<file path="src/rtl/rv32_gpio_if.sv">
// rv32_gpio register bus: select/strobe/mask/address/data in,
// registered read data back out.
interface rv32_gpio_if;
  logic        sel_in;
  logic        read_en_in;
  logic [3:0]  write_mask_in;
  logic [31:0] address_in;
  logic [31:0] write_value_in;
  logic [31:0] read_value_out;

  modport master (
    output sel_in,
    output read_en_in,
    output write_mask_in,
    output address_in,
    output write_value_in,
    input  read_value_out
  );

  modport slave (
    input  sel_in,
    input  read_en_in,
    input  write_mask_in,
    input  address_in,
    input  write_value_in,
    output read_value_out
  );
endinterface

</file>
<file path="src/rtl/rv32_gpio.sv">
// GPIO block: OUT/OE/IN/IRQ_STATUS registers, synchronised inputs.
// Edge interrupts are built only when RV32_GPIO_IRQ_EN is defined.
module rv32_gpio #(
  parameter int WIDTH       = 8,
  parameter int SYNC_STAGES = 2
) (
  input  logic             clk,
  input  logic             reset,
  rv32_gpio_if.slave       bus,
  input  logic [WIDTH-1:0] gpio_in,
  output logic [WIDTH-1:0] gpio_out,
  output logic [WIDTH-1:0] gpio_oe_out,
  output logic             irq_out
);

  logic [31:0]      lane_m;
  logic [WIDTH-1:0] wbits;
  logic [WIDTH-1:0] wdat;
  logic [1:0]       addr;
  logic             wr;
  logic             rd;

  logic [WIDTH-1:0] out_q;
  logic [WIDTH-1:0] oe_q;
  logic [WIDTH-1:0] sync_q [SYNC_STAGES];
  logic [WIDTH-1:0] in_w;
  logic [WIDTH-1:0] stat_w;
  logic [31:0]      rmux;
  logic [31:0]      rdata_q;

  assign lane_m = {{8{bus.write_mask_in[3]}},
                   {8{bus.write_mask_in[2]}},
                   {8{bus.write_mask_in[1]}},
                   {8{bus.write_mask_in[0]}}};
  assign wbits  = lane_m[WIDTH-1:0];
  assign wdat   = bus.write_value_in[WIDTH-1:0];
  assign addr   = bus.address_in[3:2];
  assign wr     = bus.sel_in && (bus.write_mask_in != 4'b0);
  assign rd     = bus.sel_in && bus.read_en_in;

  always_ff @(posedge clk) begin
    if (reset) begin
      out_q <= '0;
      oe_q  <= '0;
    end else if (wr) begin
      if (addr == 2'd0)
        out_q <= (out_q & ~wbits) | (wdat & wbits);
      if (addr == 2'd1)
        oe_q  <= (oe_q & ~wbits) | (wdat & wbits);
    end
  end

  always_ff @(posedge clk) begin
    if (reset) begin
      for (int i = 0; i < SYNC_STAGES; i++)
        sync_q[i] <= '0;
    end else begin
      sync_q[0] <= gpio_in;
      for (int i = 1; i < SYNC_STAGES; i++)
        sync_q[i] <= sync_q[i-1];
    end
  end

  assign in_w = sync_q[SYNC_STAGES-1];

`ifdef RV32_GPIO_IRQ_EN
  logic [WIDTH-1:0] hist_q;
  logic [WIDTH-1:0] stat_q;
  logic [WIDTH-1:0] rise;
  logic [WIDTH-1:0] clr;

  assign rise = in_w & ~hist_q;
  assign clr  = (wr && addr == 2'd3) ? (wdat & wbits) : '0;

  // A new edge overrides a same-cycle W1C of that bit.
  always_ff @(posedge clk) begin
    if (reset) begin
      hist_q <= '0;
      stat_q <= '0;
    end else begin
      hist_q <= in_w;
      stat_q <= (stat_q & ~clr) | rise;
    end
  end

  assign stat_w  = stat_q;
  assign irq_out = |stat_q;
`else
  assign stat_w  = '0;
  assign irq_out = 1'b0;
`endif

  always_comb begin
    rmux = '0;
    unique case (1'b1)
      addr == 2'd0: rmux[WIDTH-1:0] = out_q;
      addr == 2'd1: rmux[WIDTH-1:0] = oe_q;
      addr == 2'd2: rmux[WIDTH-1:0] = in_w;
      addr == 2'd3: rmux[WIDTH-1:0] = stat_w;
    endcase
  end

  always_ff @(posedge clk) begin
    if (reset)
      rdata_q <= '0;
    else
      rdata_q <= rd ? rmux : 32'h0;
  end

  assign bus.read_value_out = rdata_q;
  assign gpio_out           = out_q;
  assign gpio_oe_out        = oe_q;

endmodule

</file>
<file path="src/flat_wrapper.sv">
// flat-port wrapper written by rule: the top's interface ports become plain ports
module rv32_gpio_flat 
#(
  parameter int WIDTH       = 8,
  parameter int SYNC_STAGES = 2
)
  (clk, reset, gpio_in, gpio_out, gpio_oe_out, irq_out, bus_sel_in, bus_read_en_in, bus_write_mask_in, bus_address_in, bus_write_value_in, bus_read_value_out);
  rv32_gpio_if bus_i ();
  input  logic clk;
  input  logic reset;
  input  logic [WIDTH-1:0] gpio_in;
  output logic [WIDTH-1:0] gpio_out;
  output logic [WIDTH-1:0] gpio_oe_out;
  output logic irq_out;
  input wire logic [$bits(bus_i.sel_in)-1:0] bus_sel_in;
  input wire logic [$bits(bus_i.read_en_in)-1:0] bus_read_en_in;
  input wire logic [$bits(bus_i.write_mask_in)-1:0] bus_write_mask_in;
  input wire logic [$bits(bus_i.address_in)-1:0] bus_address_in;
  input wire logic [$bits(bus_i.write_value_in)-1:0] bus_write_value_in;
  output wire logic [$bits(bus_i.read_value_out)-1:0] bus_read_value_out;
  assign bus_i.sel_in = bus_sel_in;
  assign bus_i.read_en_in = bus_read_en_in;
  assign bus_i.write_mask_in = bus_write_mask_in;
  assign bus_i.address_in = bus_address_in;
  assign bus_i.write_value_in = bus_write_value_in;
  assign bus_read_value_out = bus_i.read_value_out;
  rv32_gpio #(.WIDTH(WIDTH), .SYNC_STAGES(SYNC_STAGES)) u_core (.clk(clk), .reset(reset), .bus(bus_i), .gpio_in(gpio_in), .gpio_out(gpio_out), .gpio_oe_out(gpio_oe_out), .irq_out(irq_out));
endmodule
</file>
<file path="config.mk">
export PLATFORM = sky130hd
export DESIGN_NAME = rv32_gpio_flat
export DESIGN_NICKNAME = d
export VERILOG_FILES = /design/src/rtl/rv32_gpio_if.sv /design/src/rtl/rv32_gpio.sv /design/src/flat_wrapper.sv
export SDC_FILE = /design/constraint.sdc
export NUM_CORES = 1
export LEC_CHECK = 0
export ABC_CLOCK_PERIOD_IN_PS = 1000
export BUFFER_PORTS_ARGS = -buffer_cell sky130_fd_sc_hd__buf_2
export CAP_MARGIN = 20
export CORE_ASPECT_RATIO = 2
export CORE_UTILIZATION = 39
export CTS_CLUSTER_SIZE = 40
export DETAILED_ROUTE_END_ITERATION = 7
export GPL_TIMING_DRIVEN = 0
export PLACE_DENSITY = 0.8
export SYNTH_ARGS = -nofsm -noshare
export SYNTH_HDL_FRONTEND = slang
export SYNTH_SLANG_ARGS = --single-unit
</file>
<file path="constraint.sdc">
create_clock -name clk -period 1 [get_ports clk]
set_input_delay 0.1 -clock clk [delete_from_list [all_inputs] [get_ports clk]]
set_output_delay 0.1 -clock clk [all_outputs]
set_load 0.02 [all_outputs]
</file>
; ---- Word level (Yosys, flattened, before mapping)
; Memory sizes are Yosys's and may differ from the RTL's.
; Cells that the tools add are included.
[totals]
ramBits = 16
wordCells = 30
input_bits = 80
memories = 1
regBits = 48
output_inout_bits = 49
[mem_list]
columns = memory, depth, word_bits, rd, rd_clocked_by_memory_dff, write_ports, line_no
row1 = u_core.sync_q, 2, 8, 2, 0, 2, rv32_gpio.sv:25  ; logic [WIDTH-1:0] sync_q [SYNC_STAGES];
[op_classes]
eq_ne = 3
n_bitwise = 9
muxes = 6
reduce_logical = 7
[ops]
columns = operator, count
row1 = $pmux 8 s4, 1
row2 = $and 8x8->8, 3
row3 = $mux 8, 2
row4 = $or 8x8->8, 2
row5 = $not 8->8, 1
row6 = $eq 2x2->1 const B, 2
row7 = $reduce_and 2->1, 2
row8 = $reduce_bool 4->1, 1
row9 = $mux 1, 3
row10 = $eq 2x1->1 const B, 1
row11 = $logic_and 1x1->1, 2
row12 = $logic_not 2->1, 1
row13 = $or 1x1->1, 2
row14 = $reduce_or 2->1, 1
row15 = $not 1->1, 1

; ---- Logic depth before layout (Yosys ltp)
; Gate-level depths: netlist of run 1.
[logic_depth]
word_depth = 3
depth_mapped = 5
depth_no_buf = 3

; ---- Worst setup path before layout of run 1
; No wires, ideal clock.
[synth_timing]
path_kind = input to register
start = in bus_address_in[3]
end = reg with a tool-made name
stages = 5
path_buffers = 2
path_slack_ns = 0.034
setup_time_ns = 0.128
required_time_ns = 0.872
arrival_time_ns = 0.839
cell_sequence = buf_6 -> and4bb_2 -> buf_6 -> mux2i_1 -> nor2_1
[synth_lines]
columns = item, line_no
row1 = start: declaration, flat_wrapper.sv:18  ; input wire logic [$bits(bus_i.address_in)-1:0] bus_address_in;

==> results of run 1 <==
cell usage after synthesis, drive strengths merged:
cell	count
conb	1
nand2	16
nand2b	6
nor2	10
mux2i	10
buf	31
a2bb2oi	2
nor2b	23
and4b	1
nand3b	1
and4bb	1
nand4b	1
a21oi	8
clkbuf	3
dfxtp	40
a211oi	12
stage by stage:
step / cell area, µm² / setup slack [ns] / std cells / util, %
floorplan: 1710 / 0.0337 / 190 / -
global placement: 2000 / -0.153 / 286 / 50.9
detailed placement: 2000 / -0.153 / 286 / 50.9
CTS: 2090 / 0.0401 / 294 / 53.3
global route: 2100 / 0.00757 / 294 / 53.4
finish: 2100 / 0.0428 / 294 / 53.4
area by class of cell:
| class | instances | area [µm²] | share of cell area (%) |
|---|---|---|---|
| Buffer | 34 | 241 | 11.5 |
| Clock buffer | 7 | 86.3 | 4.12 |
| Clock inverter | 1 | 7.51 | 0.358 |
| Multi-Input combinational cell | 116 | 671 | 32.0 |
| Sequential cell | 40 | 801 | 38.2 |
| Tap cell | 51 | 63.8 | 3.04 |
| Timing Repair Buffer | 45 | 225 | 10.7 |
path summary, 6_finish.rpt:
path,from,endpoint,slack [ns]
setup / recovery,flip-flop,gpio_oe_out[5],0.04
hold / removal,gpio_in[2],u_core.sync_q[0][2],0.008
setup reg to reg,flip-flop,u_core.bus.read_value_out[7],0.09
hold reg to reg,u_core.sync_q[0][6],u_core.sync_q[0][14],0.43
power by group through the flow:
| stage | sequential [W] | clock, W | combinational (W) |
|---|---|---|---|
| after floorplan | 0.00171 | 0 | 0.000276 |
| after global placement | 0.00169 | 0 | 0.000394 |
| after detailed placement | 0.00169 | 0 | 0.000399 |
| final | 0.00166 | 0.00111 | 0.000401 |
| after global routing | 0.00166 | 0.00120 | 0.000435 |
| after CTS | 0.00166 | 0.00113 | 0.000399 |
layout by cell type (no fill, tap or decap):
master	instances
buf_2	49
dfxtp_1	40
buf_4	25
conb_1	25
nor2b_1	23
nand2_1	16
a211oi_1	11
mux2i_1	10
nor2_1	10
a21oi_1	8
nand2b_1	6
clkbuf_8	6
clkbuf_1	4
buf_6	2
a2bb2oi_1	2
and4bb_2	1
nand3b_1	1
a211oi_2	1
and4b_1	1
nand4b_2	1
clkinvlp_4	1
cells by family after synthesis:
logic type	count (synthesis)	share of synthesized area (%)
flops	40	49.5
simple gates	59	20.0
other cells	1	0.232
mux	10	6.19
compound gates	22	9.13
buf+inv	34	14.9
per-layer routing:
| layer | GRT usage (%) | routed length, µm | up-vias |
|---|---|---|---|
| met4 | 10.2 | 101 | 0 |
| met1 | 14.3 | 1140 | 525 |
| met5 | 0 | 0 | - |
| met2 | 26.4 | 1560 | 66 |
| li1 | - | - | 643 |
| met3 | 4.25 | 310 | 5 |
==> run summary, run 1 <==
==================================================================================
Number of port buffers                                                          45
Syn Inst Count                                                                 166
Total wire length                                                          3110 µm
Top cell type by total area after synthesis                                dfxtp_1
Share of final-layout standard cells stronger than drive strength 1          35.4%
Final worst-path cycle share                                                 95.7%
Family with the most delay on the worst path                            flip-flops
Latest clock arrival within the worst-skew pair                            0.30 ns
Required time reported for the critical path endpoint                      0.90 ns
Number of antenna violations at the first check in global routing                0
Crit path buffers/inverters                                                      1
Count of final hold-check violations                                             0
Vias/cell                                                                     4.21
Avg Cell Area, Syn                                                        9.75 µm²
Remaining routing DRC violations                                                 0
H-Tree Depth                                                                     2
CTS clock-pin slew for the worst setup and hold paths                      0.07 ns
Boundary pin count                                                             129
Via count of the first global-routing pass                                    1092
Clock tree from TritonCTS                                                      yes
Die Area                                                               0.00443 mm²
Die span in x                                                              47.5 µm
Maximum net fanout on the critical path                                          3
Yosys top cell area share                                                    49.5%
Number of max-slew violations in the final report                                0
Count of cells along the worst register-to-register path                         3
Setup tns final                                                               0 ns
Average detailed-routed wire length per instance                           10.6 µm
Overall track demand over capacity in global routing                         15.3%
Arrival time at the worst endpoint                                         0.86 ns
Floorplan Core Area                                                    0.00392 mm²
Fill cell instance count of the final layout                                   400
Unique cell type count in the Yosys netlist                                     18
Critical path, cell by cell                                                  buf_2
Post-layout power                                                        0.00316 W
Count of hold buffers inserted by post-cts repair                                0
Sinks on Clock Net                                                              40
Post-CTS setup buffer count                                                      0
Crit path largest cell delay                                               0.38 ns
Post-synthesis cell area                                               0.00162 mm²
Outcome                                                               complete, no violations
Slew HR                                                                      63.5%
Portion of total power attributed to the clock network                       35.0%
Effective utilization at floorplan                                           41.2%
Total number of vias                                                          1239
Tightest Pin Transition                                                   0.547 ns
Layout Nets                                                                    322
Type of the most critical hold path                                   input pin to flip-flop
Power density over the cells                                           1510 mW/mm²
Clock buffer depth                                                               2
Internal                                                                 0.00237 W
Pre-Repair DR Iteration Count                                                    4
Final min period                                                          0.957 ns
Critical Path Sink Type                                               primary output
Number of rows created at floorplan                                             32
RSZ-0062 raised after global routing                                         false
Global placer's final weighted congestion                                    0.848
Cells taking the most area after synthesis                            dfxtp_1, buf_4, nor2b_1
Dpl hpwl                                                                   2420 µm
Initial detailed-routing violation count                                        15
Die height                                                                 93.1 µm
Leakage power summed over all cells                                       0.995 nW
Final Setup Violations                                                           0
Net load switching power                                                0.000789 W
Number of clock buffers inserted by TritonCTS                                    5
Sequential share of power                                                    52.4%
Kind of start point of the critical path                                 flip-flop
Count of cells along the worst hold path                                         2
Yosys warning total                                                              0
Count of antenna diodes in the layout                                            0
Area growth from synthesis to layout                                         29.5%
Worst hold margin                                                       0.00817 ns
Final clock skew                                                        0.00771 ns
Sequential area share after synthesis                                        49.5%
Max-Cap Viols                                                                    0
Setup CP Type                                                         flip-flop to primary output
Antenna viol nets, final                                                         0
Combinational share of power                                                 12.7%
Largest net degree at the start of global routing                               13
Critical Path Stages                                                             1
Crit-path slowest cell                                                     dfxtp_1
Flip-flop and latch count after synthesis                                       40
Global-route wire length before repair                                     4640 µm
Remaining global-route overflow                                                  0
Root buf cell                                                             clkbuf_8
Number of instances resized during post-cts repair                               0
Achievable Freq                                                           1.04 GHz
Peak supply drop                                                         0.00108 V
Sw Share                                                                     25.0%
==================================================================================
(Power assumes the default switching activity.)
==> run 2, diff against run 1 <==
--- a/config.mk
+++ b/config.mk
@@ -5,15 +5,16 @@
 export SDC_FILE = /design/constraint.sdc
 export NUM_CORES = 1
 export LEC_CHECK = 0
+export ABC_AREA = 1
 export ABC_CLOCK_PERIOD_IN_PS = 1000
 export BUFFER_PORTS_ARGS = -buffer_cell sky130_fd_sc_hd__buf_2
 export CAP_MARGIN = 20
-export CORE_ASPECT_RATIO = 2
-export CORE_UTILIZATION = 39
+export CORE_ASPECT_RATIO = 1.5
+export CORE_UTILIZATION = 40
 export CTS_CLUSTER_SIZE = 40
 export DETAILED_ROUTE_END_ITERATION = 7
 export GPL_TIMING_DRIVEN = 0
-export PLACE_DENSITY = 0.8
+export PLACE_DENSITY = 0.79
 export SYNTH_ARGS = -nofsm -noshare
 export SYNTH_HDL_FRONTEND = slang
 export SYNTH_SLANG_ARGS = --single-unit
==> run 2 against run 1 <==
Net effect: hold slack better by 0.0021 ns; largest cell class unchanged; the flow now finishes with violations (design-rule violations); non-clock buffer count shrank 1; worst setup slack improved by 0.0063 ns; utilization fell by 0.71 points; critical path type unchanged.
==> run summary, run 2 <==
==================================================================================
Die Area                                                               0.00466 mm²   +5.2%
Number of antenna violations at the first check in global routing                0   unchanged
Die height                                                                 83.1 µm   -11%
H-Tree Depth                                                                     2   unchanged
RSZ-0062 raised after global routing                                         false
Cells taking the most area after synthesis                            dfxtp_1, nor2_1, nand2_1
Count of final hold-check violations                                             0   unchanged
Via count of the first global-routing pass                                    1477   +35%
Crit path largest cell delay                                               0.38 ns   about the same
Clock tree from TritonCTS                                                      yes
Dominant register cell in the synthesized netlist                          dfxtp_1
Leading cell type in the layout, fill and taps excluded                     nor2_1
Top cell type by total area after synthesis                                dfxtp_1
Async set or reset register ratio after synthesis                               0%   unchanged
EDFF count, synth                                                                0   unchanged
Share of final-layout standard cells stronger than drive strength 1          28.5%   -6.9 points
Latest clock arrival within the worst-skew pair                            0.29 ns   about the same
Peak supply drop                                                         0.00126 V   +17%
Post-layout power                                                        0.00314 W   -0.73%
Largest net degree at the start of global routing                               13   unchanged
Setup tns final                                                               0 ns   unchanged
Achievable Freq                                                           1.05 GHz   +0.67%
Dpl hpwl                                                                   2920 µm   +21%
Flip-flop and latch count after synthesis                                       40   unchanged
Final Core Density                                                           52.7%   -0.71 points
Type of the most critical hold path                                   input pin to flip-flop
Power density over the cells                                           1420 mW/mm²   -6.2%
Global-route wire length before repair                                     6110 µm   +32%
Syn Inst Count                                                                 245   +48%
Total wire length                                                          3740 µm   +20%
Post-synthesis mux area share                                                   0%   -6.2 points
Number of max-slew violations in the final report                                0   unchanged
Initial detailed-routing violation count                                        45   +30
Critical Path Sink Type                                               primary output
Required time reported for the critical path endpoint                      0.90 ns   about the same
Crit path buffers/inverters                                                      1   unchanged
Yosys top cell area share                                                    45.7%   -3.8 points
Main combinational cell family by area after synthesis                simple AND/OR/NAND/NOR gates
Arrival time at the worst endpoint                                         0.85 ns   about the same
Antenna viol nets, final                                                         0   unchanged
Leakage power summed over all cells                                        1.28 nW   +29%
Fill cell instance count of the final layout                                   437   +9.3%
Remaining global-route overflow                                                  0   unchanged
Average detailed-routed wire length per instance                           10.1 µm   -4.3%
Number of clock buffers inserted by TritonCTS                                    5   unchanged
Layout Nets                                                                    403   +25%
Sequential area share after synthesis                                        45.7%   -3.8 points
Number of port buffers                                                          47   +4.4%
Total number of vias                                                          1592   +28%
Post-synthesis cell area                                               0.00175 mm²   +8.4%
Floorplan Core Area                                                    0.00421 mm²   +7.3%
Most used standard cell by instance count after synthesis                   nor2_1
Overall track demand over capacity in global routing                         16.8%   +1.6 points
Family with the most delay on the worst path                            flip-flops
Worst path setup slack after routing                                     0.0492 ns   +0.00632 ns
Complex-gate fraction of the synthesized area                                   0%   -9.1 points
Synth Area in Simple Gates                                                   33.1%   +13 points
Area growth from synthesis to layout                                         26.6%
Post-CTS setup buffer count                                                      0   unchanged
Effective utilization at floorplan                                           41.6%   +0.42 points
Number of rows created at floorplan                                             29   -9.4%
Setup Slack @ Placement                                                  -0.132 ns   +0.0219 ns
Root buf cell                                                             clkbuf_8
Unique cell type count in the Yosys netlist                                     15   -3
Kind of start point of the critical path                                 flip-flop
Pre-Repair DR Iteration Count                                                    6   +2
Max-Cap Viols                                                                    0   unchanged
CTS clock-pin slew for the worst setup and hold paths                      0.08 ns   about the same
Setup CP Type                                                         flip-flop to primary output
Most instantiated cells after synthesis                               nor2_1, nand2_1, dfxtp_1
Outcome                                                               finished with violations
Yosys warning total                                                              0   unchanged
Clock buffer depth                                                               2   unchanged
Boundary pin count                                                             129   unchanged
Avg Cell Area, Syn                                                        7.15 µm²   -27%
Crit-path slowest cell                                                     dfxtp_1
Maximum net fanout on the critical path                                          3   unchanged
Critical path, cell by cell                                                  buf_2
Sinks on Clock Net                                                              40   unchanged
Violations in the final reports                                       design-rule violations
Fraction of the mapped netlist area in adder cells                              0%   unchanged
Commonest non-fill, non-tap cells in the layout                       nor2_1, nand2_1, buf_2
XOR/XNOR share of the synthesized area                                          0%   unchanged
Slew HR                                                                      61.5%   -2.1 points
Count of antenna diodes in the layout                                            0   unchanged
Remaining routing DRC violations                                                 2   +2
Final min period                                                          0.951 ns   -0.00632 ns
Final worst-path cycle share                                                 95.1%   -0.63 points
Tightest Pin Transition                                                   0.576 ns   +0.0290 ns
Die span in x                                                              56.1 µm   +18%
Global placer's final weighted congestion                                    0.802   -5.4%
Final clock skew                                                        0.00646 ns   -0.00124 ns
Final Setup Violations                                                           0   unchanged
Vias/cell                                                                     4.31   +2.4%
==================================================================================
-- run 2: changes by cell type after synthesis, moves of 8 or more --
cell,before,now
a211oi_1,12,0
a21oi_1,8,0
inv_1,0,36
mux2i_1,10,0
nand2_1,16,52
nand3_1,0,8
nand4_1,0,16
nor2_1,10,53
nor2b_1,23,0
-- run 2: timing repair --
| item | 4_1_cts | 5_1_grt |
|---|---|---|
| hold buffers | 0 | 0 |
| gates resized for setup | 0 | 1 |
| endpoints found under the setup margin | 0 | 1 |
-- run 2: final cells by class --
class | count | area [µm²] | area share, %
Tap cell | 46 | 57.6 | 2.59
Inverter | 39 | 146 | 6.60
Clock buffer | 5 | 68.8 | 3.10
Multi-Input combinational cell | 159 | 674 | 30.4
Buffer | 31 | 221 | 9.98
Clock inverter | 2 | 12.5 | 0.564
Sequential cell | 40 | 802 | 36.2
Timing Repair Buffer | 47 | 235 | 10.6
-- run 2: cells by family after synthesis --
kind of cell / count (synthesis)
AND/OR/NAND/NOR: 134
other: 1
buffers and inverters: 70
flip-flops: 40
-- run 2: worst paths after layout --
check             slack (ns)  cells after the start           startpoint                           end
setup / recovery        0.05                      1            flip-flop                gpio_oe_out[1]
hold / removal          0.01                      3           gpio_in[2]           u_core.sync_q[0][2]
setup reg to reg        0.25                      4            flip-flop  u_core.bus.read_value_out[1]
hold reg to reg         0.40                      2  u_core.sync_q[0][2]          u_core.sync_q[0][10]
-- run 2: per-stage QoR --
stage	hold slack, ns	instance area (µm²)	instances
after floorplan	0.207	1840	269
after global placement	0.300	2140	362
after detailed placement	0.308	2140	362
after CTS	0.00420	2220	369
after global routing	0.0161	2220	369
final	0.0103	2220	369
-- run 2: where the power goes --
group          internal, W  switching, W  leakage [nW]
sequential         0.00165     0.0000260         0.327
combinational     0.000177      0.000289         0.915
clock             0.000472      0.000529        0.0400
total              0.00230      0.000844          1.28
-- run 2: per-layer routing --
metal / part of all wire, % / global-route usage (%) / vias up / wire, µm
met5: 0 / 0 / - / 0
met4: 2.6 / 8.43 / 0 / 98
met3: 7.9 / 5.14 / 11 / 296
met2: 48 / 28.6 / 68 / 1800
met1: 41 / 18.7 / 674 / 1540
li1: - / - / 839 / -
